$ cat src/rtl/gige_rx_gmii.sv
// gige_rx_gmii: GMII receive front end; strips preamble/SFD, packs frame bytes (FCS included) into 64-bit LE words, reports EOF status and good-frame statistics.
// Latency: rx_wen/rx_data 2 cycles after a word's last byte at the pins; rx_eof/status 3 cycles after dv drops; counters 1 cycle after rx_eof.
// Backpressure: none; the PHY cannot be stalled, so the consumer must take every rx_wen strobe. Optional FCS check: define GIGE_RX_CRC_CHK_EN.
module gige_rx_gmii #(
    parameter int MAX_BYTES = 1522
) (
    input  logic        clk125,
    input  logic        rst,
    input  logic [7:0]  gmii_rxd,
    input  logic        gmii_rx_dv,
    input  logic        gmii_rx_er,
    output logic        rx_wen,
    output logic [63:0] rx_data,
    output logic        rx_eof,
    output logic [15:0] rx_bytes,
    output logic        rx_err,
    output logic        rx_crc_err,
    output logic [31:0] FMAC_RX_PKT_CNT,
    output logic [31:0] FMAC_RX_BYTE_CNT,
    input  logic        fmac_rx_clr_en
);

    localparam logic [15:0] MAX_B  = 16'(MAX_BYTES);
    localparam logic [15:0] MIN_B  = 16'd64;

    typedef enum logic [3:0] {
        IDLE     = 4'b0001,
        PREAMBLE = 4'b0010,
        DATA     = 4'b0100,
        DROP     = 4'b1000
    } state_t;

    // Input stage S1
    logic [7:0]  s1_rxd_q;
    logic        s1_dv_q, s1_er_q, s1_clr_q;

    // Frame tracking and packing
    state_t      state_q, state_d;
    logic [2:0]  lane_q, lane_d;
    logic [15:0] cnt_q, cnt_d;
    logic [63:0] word_q, word_d, word_ins;
    logic        over_q, over_d;
    logic        er_seen_q, er_seen_d;

    // Word emit stage and EOF pipeline
    logic        emit_vld_q, emit_vld_d;
    logic [63:0] emit_dat_q, emit_dat_d;
    logic        eof_p_q, eof_p_d;
    logic        eof_m_q;
    logic [15:0] eof_bytes_q, eof_bytes_d;
    logic        eof_err_q, eof_err_d;
    logic        eof_crc_q, eof_crc_d;
    logic        crc_bad;

    // Output registers
    logic        rx_wen_q, rx_wen_d;
    logic [63:0] rx_data_q, rx_data_d;
    logic        rx_eof_q, rx_eof_d;
    logic [15:0] rx_bytes_q, rx_bytes_d;
    logic        rx_err_q, rx_err_d;
    logic        rx_crc_err_q, rx_crc_err_d;
    logic [31:0] pkt_q, pkt_d;
    logic [31:0] byt_q, byt_d;

`ifdef GIGE_RX_CRC_CHK_EN
    logic [31:0] crc_q, crc_d;

    // Reflected CRC-32 update for one byte, LSB first
    function automatic logic [31:0] crc_byte(input logic [31:0] c, input logic [7:0] b);
        logic [31:0] x;
        x = c ^ {24'd0, b};
        for (int i = 0; i < 8; i++) begin
            x = x[0] ? ((x >> 1) ^ 32'hEDB88320) : (x >> 1);
        end
        return x;
    endfunction

    function automatic logic [31:0] bit_rev(input logic [31:0] v);
        logic [31:0] r;
        r = '0;
        for (int i = 0; i < 32; i++) begin
            r[i] = v[31-i];
        end
        return r;
    endfunction

    // The register holds the reflected residue; compare in the normal bit order
    assign crc_bad = (bit_rev(crc_q) != 32'hC704DD7B);
`else
    assign crc_bad = 1'b0;
`endif

    // S1 has no reset so a frame still on the wire keeps dv high through reset and the FSM waits in DROP for a real dv=0
    always_ff @(posedge clk125) begin
        s1_rxd_q <= gmii_rxd;
        s1_dv_q  <= gmii_rx_dv;
        s1_er_q  <= gmii_rx_er;
        s1_clr_q <= fmac_rx_clr_en;
    end

    // Next-state, byte packing and EOF capture from the S1 copies
    always_comb begin
        state_d     = state_q;
        lane_d      = lane_q;
        cnt_d       = cnt_q;
        word_d      = word_q;
        over_d      = over_q;
        er_seen_d   = er_seen_q;
        emit_vld_d  = 1'b0;
        emit_dat_d  = emit_dat_q;
        eof_p_d     = 1'b0;
        eof_bytes_d = eof_bytes_q;
        eof_err_d   = eof_err_q;
        eof_crc_d   = eof_crc_q;
        word_ins    = word_q;
        word_ins[{lane_q, 3'b000} +: 8] = s1_rxd_q;
`ifdef GIGE_RX_CRC_CHK_EN
        crc_d       = crc_q;
`endif
        case (state_q)
            IDLE: begin
                if (s1_dv_q) begin
                    state_d = (s1_rxd_q == 8'h55) ? PREAMBLE : DROP;
                end
            end
            PREAMBLE: begin
                if (!s1_dv_q || s1_er_q) begin
                    state_d = DROP;
                end else if (s1_rxd_q == 8'hD5) begin
                    state_d   = DATA;
                    lane_d    = 3'd0;
                    cnt_d     = 16'd0;
                    word_d    = '0;
                    over_d    = 1'b0;
                    er_seen_d = 1'b0;
`ifdef GIGE_RX_CRC_CHK_EN
                    crc_d     = 32'hFFFFFFFF;
`endif
                end else if (s1_rxd_q != 8'h55) begin
                    state_d = DROP;
                end
            end
            DATA: begin
                if (s1_dv_q) begin
                    er_seen_d = er_seen_q | s1_er_q;
`ifdef GIGE_RX_CRC_CHK_EN
                    crc_d     = crc_byte(crc_q, s1_rxd_q);
`endif
                    // Bytes past the length limit are counted as oversize but never written
                    if (cnt_q < MAX_B) begin
                        cnt_d  = cnt_q + 16'd1;
                        lane_d = lane_q + 3'd1;
                        if (lane_q == 3'd7) begin
                            emit_vld_d = 1'b1;
                            emit_dat_d = word_ins;
                            word_d     = '0;
                        end else begin
                            word_d     = word_ins;
                        end
                    end else begin
                        over_d = 1'b1;
                    end
                end else begin
                    state_d = IDLE;
                    if (lane_q != 3'd0) begin
                        emit_vld_d = 1'b1;
                        emit_dat_d = word_q;
                    end
                    word_d      = '0;
                    eof_p_d     = 1'b1;
                    eof_bytes_d = cnt_q;
                    eof_err_d   = (cnt_q < MIN_B) | over_q | er_seen_q;
                    eof_crc_d   = crc_bad;
                end
            end
            DROP: begin
                if (!s1_dv_q) begin
                    state_d = IDLE;
                end
            end
            default: state_d = DROP;
        endcase
    end

    // Output strobes/status and statistics; clear has priority over a good-frame update
    always_comb begin
        rx_wen_d     = emit_vld_q;
        rx_data_d    = emit_vld_q ? emit_dat_q : rx_data_q;
        rx_eof_d     = eof_m_q;
        rx_bytes_d   = eof_m_q ? eof_bytes_q : rx_bytes_q;
        rx_err_d     = eof_m_q ? (eof_err_q | eof_crc_q) : rx_err_q;
        rx_crc_err_d = eof_m_q ? eof_crc_q : rx_crc_err_q;
        pkt_d        = pkt_q;
        byt_d        = byt_q;
        if (s1_clr_q) begin
            pkt_d = '0;
            byt_d = '0;
        end else if (rx_eof_q && !rx_err_q) begin
            pkt_d = pkt_q + 32'd1;
            byt_d = byt_q + {16'd0, rx_bytes_q};
        end
    end

    // All frame state, pipeline and output flops
    always_ff @(posedge clk125) begin
        if (rst) begin
            state_q      <= DROP;
            lane_q       <= '0;
            cnt_q        <= '0;
            word_q       <= '0;
            over_q       <= 1'b0;
            er_seen_q    <= 1'b0;
            emit_vld_q   <= 1'b0;
            emit_dat_q   <= '0;
            eof_p_q      <= 1'b0;
            eof_m_q      <= 1'b0;
            eof_bytes_q  <= '0;
            eof_err_q    <= 1'b0;
            eof_crc_q    <= 1'b0;
            rx_wen_q     <= 1'b0;
            rx_data_q    <= '0;
            rx_eof_q     <= 1'b0;
            rx_bytes_q   <= '0;
            rx_err_q     <= 1'b0;
            rx_crc_err_q <= 1'b0;
            pkt_q        <= '0;
            byt_q        <= '0;
`ifdef GIGE_RX_CRC_CHK_EN
            crc_q        <= 32'hFFFFFFFF;
`endif
        end else begin
            state_q      <= state_d;
            lane_q       <= lane_d;
            cnt_q        <= cnt_d;
            word_q       <= word_d;
            over_q       <= over_d;
            er_seen_q    <= er_seen_d;
            emit_vld_q   <= emit_vld_d;
            emit_dat_q   <= emit_dat_d;
            eof_p_q      <= eof_p_d;
            eof_m_q      <= eof_p_q;
            eof_bytes_q  <= eof_bytes_d;
            eof_err_q    <= eof_err_d;
            eof_crc_q    <= eof_crc_d;
            rx_wen_q     <= rx_wen_d;
            rx_data_q    <= rx_data_d;
            rx_eof_q     <= rx_eof_d;
            rx_bytes_q   <= rx_bytes_d;
            rx_err_q     <= rx_err_d;
            rx_crc_err_q <= rx_crc_err_d;
            pkt_q        <= pkt_d;
            byt_q        <= byt_d;
`ifdef GIGE_RX_CRC_CHK_EN
            crc_q        <= crc_d;
`endif
        end
    end

    assign rx_wen           = rx_wen_q;
    assign rx_data          = rx_data_q;
    assign rx_eof           = rx_eof_q;
    assign rx_bytes         = rx_bytes_q;
    assign rx_err           = rx_err_q;
    assign rx_crc_err       = rx_crc_err_q;
    assign FMAC_RX_PKT_CNT  = pkt_q;
    assign FMAC_RX_BYTE_CNT = byt_q;

endmodule

$ cat config.mk
export PLATFORM = sky130hd
export DESIGN_NAME = gige_rx_gmii
export DESIGN_NICKNAME = d
export VERILOG_FILES = /design/src/rtl/gige_rx_gmii.sv
export SDC_FILE = /design/constraint.sdc
export NUM_CORES = 1
export LEC_CHECK = 0
export ABC_AREA = 1
export CAP_MARGIN = 0
export CORE_MARGIN = 5
export CORE_UTILIZATION = 55
export CTS_CLUSTER_SIZE = 24
export DETAILED_ROUTE_END_ITERATION = 16
export PLACE_DENSITY_LB_ADDON = 0.15
export SLEW_MARGIN = 10
export SYNTH_ARGS = -nofsm -noshare
export SYNTH_HDL_FRONTEND = slang
export SYNTH_SLANG_ARGS = --single-unit
$ cat constraint.sdc
create_clock -name clk125 -period 5.2 [get_ports clk125]
set_input_delay 1.04 -clock clk125 [delete_from_list [all_inputs] [get_ports clk125]]
set_output_delay 1.04 -clock clk125 [all_outputs]
set_load 0.01 [all_outputs]
; Word level (Yosys, flattened, before mapping)
; Index checks and enable logic that the tools add are counted.
[totals]
input_bits = 13
regBits = 331
out_inout_bits = 148
[classes]
shifts = 2
magnitude_cmp = 2
mux = 40
reduce_logical = 17
addsub = 5
n_eq_ne = 19
bitwise = 5
[op_table]
columns = operator, n
row1 = $mux 64, 9
row2 = $pmux 64 s2, 1
row3 = $bwmux 64, 1
row4 = $mux 16, 4
row5 = $shift 8x8->64 const A, 1
row6 = $shiftx 8x8->64, 1
row7 = $add 32x1->32 const B, 1
row8 = $add 32x16->32, 1
row9 = $pmux 16 s2, 1
row10 = $mux 4, 6
row11 = $add 16x1->16 const B, 1
row12 = $lt 16x11->1 const B, 1
row13 = $lt 16x7->1 const B, 1
row14 = $ne 2x2->1 const B, 7
row15 = $mux 3, 4
row16 = $pmux 4 s3, 1
row17 = $reduce_and 4->1, 3
row18 = $mux 1, 10
row19 = $reduce_and 5->1, 2
row20 = $eq 8x7->1 const B, 1
row21 = $eq 8x8->1 const B, 1
row22 = $ne 8x7->1 const B, 1
row23 = $neg 6->8, 1
row24 = $pmux 3 s2, 1
row25 = 20 further kinds, 29

; Depth between registers and ports, before layout
[logic_depth]
word_depth = 7
depth_mapped = 14
ltp_nobuf = 14

; Worst setup path after synthesis
; No wires, ideal clock.
[synth_timing]
path_type = flip-flop to flip-flop
from = register lane_q[0]
to = register word_q[63]
t_required_ns = 5.072
n_path_buf = 2
path_slack_ns = 3.033
period_less_slack_ns = 2.167
path_stages_with_launch = 12
arrival_time_ns = 2.039
setup_ns = 0.128
cell_sequence = dfxtp_1 > inv_1 > ha_1 > ha_1 > buf_4 > nor3_2 > buf_2 > nand2_1 > o211ai_1 > nor2_1 > o21ai_0 > nor2_1
[synth_between]
elab_chain_cells = 7
elab_cells_between_ends = 9
[synth_lines]
columns = element, line
row1 = start: declaration, 39  ; logic [2:0] lane_q, lane_d;
row2 = start signal: assignment, 233  ; lane_q <= lane_d;
row3 = $neg 6->8, 116  ; word_ins[{lane_q, 3'b000} +: 8] = s1_rxd_q;
row4 = $shiftx 8x8->64 or $shift 8x8->64 (tied branches), 116
row5 = $bwmux 64, 116
row6 = $mux 64 (*), 153  ; if (lane_q == 3'd7) begin
row7 = $mux 64 (*), 150  ; if (cnt_q < MAX_B) begin
row8 = $mux 64 (*), 144  ; if (s1_dv_q) begin
row9 = $pmux 64 s2 (*), 120  ; case (state_q)
row10 = end signal: assignment, 235  ; word_q <= word_d;
row11 = end: declaration, 41  ; logic [63:0] word_q, word_d, word_ins;
; Every way passes the cells marked *; elsewhere a longest branch is shown, timed or not. The select of a mux whose other input is x is not followed.
; A chain may end at the register's enable or synchronous reset.

; Worst setup path after layout
[layout_timing]
from = register s1_dv_q
to = register word_q[16]
[layout_between]
elab_chain_cells = 4
elab_cells_between_ends = 7
[layout_lines]
columns = element, line
row1 = start: declaration, 35  ; logic s1_dv_q, s1_er_q, s1_clr_q;
row2 = start signal: assignment, 96  ; s1_dv_q <= gmii_rx_dv;
row3 = $logic_not 1->1, -
row4 = $logic_or 1x1->1, 127  ; if (!s1_dv_q || s1_er_q) begin
row5 = $ne 2x2->1 (no line), -
row6 = $reduce_and 4->1 (no line), -
; Parallel ways exist; a longest one is shown, timed or not.

==> metrics.txt <==
antenna-violating nets left=0; reg-to-reg setup timing slack=1.79 ns; Post-synth EDFFs=0; CP Class=register to register; Site Rows=62; CP startpoint kind=register; initial antenna violation count=0; Setup Buffers After CTS=0; GRT Max-Usage Layer=met2; DR WL/cell=14.7 µm; CTS buffer count=37; fraction of layout instances using a drive strength above 1=5.60%; register area share after synthesis=41.8%; crit path time final=3.41 ns; Final Hold Vio Count=0; worst hold start=eof_p_q; distinct cell type count after synthesis=45; vias in the first global route=14200; Power per Cell Area=290 mW/mm²; RePlAce Congestion=0.904; Resize count post-CTS=0; met3 GRT Util=4.55%; syn avg cell area=6.75 µm²; CP required=5.59 ns; dpl cell area=0.0174 mm²; IO Pins=161; GR met2 Demand/Resource=43.0%; WP data arrival=3.80 ns; CTS Hold Bufs=0; GRT overflow=0; ys async rst share=0%; Worst-Skew Late Latency=0.53 ns; ys flop type=dfxtp_1; FF-to-FF End=word_q[16]; Ant. Diodes=0; final hold slack=0.405 ns; Post-Layout Inst Area=0.0186 mm²; CP Capture Type=register; Core Area=0.0285 mm²; Area Overhead vs Synth=17.5%; FF-to-FF path depth=10; Max Slew Vio Count=0; Reg clk slew, reported paths=0.06 ns; GR Util met1=32.5%; DR vias=15100; Clock Path Buffers=3; mapped cell area=0.0159 mm²; Die Width=180 µm; status=finished clean; worst hold endpoint=eof_m_q; Ys Warns=0; worst vdd ir=0.000235 V; DRT iter0 DRCs=1343; hpwl dp=28000 µm; max-cap viol count=0; hold path depth=2; worst slew pin tran=0.982 ns; Crit Reg-Reg Startpoint=s1_dv_q; CTS H-tree depth=2; CTS tree=built; fmax=0.293 GHz; Total GRT Usage=25.1%; clock root cell=clkbuf_16; setup TNS=0 ns; Synth Register Bits=331; worst hold path class=register to register; Crit Path Max Fanout=104; die area=0.0323 mm²; Die H=180 µm; largest net degree at the start of global routing=105; Residual DRC=0; post-synthesis cell count=2350; Setup-failing EPs final=0; Starting Density=55.5%; Slew headroom=34.5%; Final Cycle Share=65.6%; Final Net Count=2477; CP startpoint=s1_dv_q; final WL=41800 µm; PortBufs=159; Synthesized Nets=2387; clock sink count=331; Pre-antenna DRT Iters=5; Clock Skews=0.0120 ns; first-pass GRT wire length=70100 µm; vias per inst=5.29; Pleak=8.23 nW; unrepaired setup endpoints after global routing=false
logic make-up (layout without fill, tap and decap cells):
group | after synthesis | in the layout | share of synthesized area [%]
compound gates | 424 | 424 | 14.3
xor+xnor | 15 | 15 | 0.829
fa+ha+maj | 24 | 24 | 1.94
other cells | 1 | 1 | 0.0237
flops | 331 | 331 | 41.8
buf+inv | 319 | 435 | 8.91
simple gates | 1236 | 1236 | 32.2
synth_stat cells (4+ instances only):
cell | number | share of area, %
a21oi_1 | 68 | 2.1
ha_1 | 23 | 1.8
nand4_1 | 29 | 1.1
nor3_1 | 38 | 1.2
buf_6 | 12 | 0.85
buf_4 | 5 | 0.24
o21ai_0 | 236 | 7.5
buf_8 | 6 | 0.57
o21ai_1 | 73 | 2.3
xor2_1 | 15 | 0.83
nand3_2 | 8 | 0.51
buf_1 | 4 | 0.095
clkbuf_1 | 75 | 1.8
buf_2 | 17 | 0.54
inv_1 | 185 | 4.4
nand3b_1 | 4 | 0.19
nand2_1 | 454 | 11
dfxtp_1 | 331 | 42
nor4_1 | 4 | 0.16
nand3_1 | 86 | 2.7
inv_2 | 10 | 0.24
nor2_1 | 574 | 14
nor3_2 | 5 | 0.32
nor2_2 | 17 | 0.67
nand2_2 | 6 | 0.24
o211ai_1 | 33 | 1.6
worst max path at each step:
stage	end	slack, ns	depth (start not counted)
after floorplan	word_q[63]	3.03	11
after detailed placement	word_q[19]	1.83	10
final	word_q[16]	1.79	10
after global routing	word_q[20]	1.44	11
after global placement	word_q[23]	1.91	11
after CTS	word_q[19]	1.79	10
layout by cell type, fill, tap and decap left out, drive strengths merged, types with 11 or more instances in the layout:
cell type	instances
nor2	594
nand2	463
dfxtp	331
o21ai	309
inv	200
clkdlybuf4s50	158
nand3	94
a21oi	69
clkbuf	48
nor3	43
o211ai	33
nand4	31
ha	23
xor2	15
buf	14
clkinv	11
power breakdown:
group	internal (mW)	switching, mW	total (mW)
sequential	2.54	0.0148	2.56
combinational	0.0334	0.0923	0.126
clock	1.64	1.08	2.71
sequential cells by signal (all words and copies together), names as in the netlist, 3 cells and up:
name	cells
FMAC_RX_BYTE_CNT	32
state_q	4
FMAC_RX_PKT_CNT	32
eof_bytes_q	16
emit_dat_q	64
word_q	64
cnt_q	16
rx_data	64
rx_bytes	16
s1_rxd_q	8
lane_q	3
critical path, cell delays in order, from the launching register on:
cell     delay, ns
dfxtp_2       0.32
buf_4         0.72
nand2_1       0.20
nor3_2        0.20
nand2_2       0.11
nand2_2       0.12
nand2_4       0.47
inv_2         0.83
nand2_1       0.12
nand2_1       0.09
nor2_1        0.04
stage by stage:
step           setup WS [ns]  util (%)  cells  total power, mW
2_1_floorplan           3.03         -   2350             2.70
3_3_place_gp            1.91      60.8   2785             2.74
3_5_place_dp            1.83      60.8   2785             2.74
4_1_cts                 1.79      65.3   2850             5.45
5_1_grt                 1.44      65.3   2850             5.58
6_report                1.79      65.3   2850             5.40
cell type report:
type                    instances  area (µm²)
well taps                     384         480
clock buffers                  48        1050
inverters                     198         746
repair buffers                172        1680
multi-input cells            1700        7820
fillers                      2592        9910
flip-flops and latches        331        6630
clock inverters                17         226
layer usage:
metal	vias up	part of all wire [%]
li1	7720	-
met4	0	2.4
met1	6863	45
met2	419	47
met3	76	6.0
met5	-	0
(Power assumes the default switching activity.)
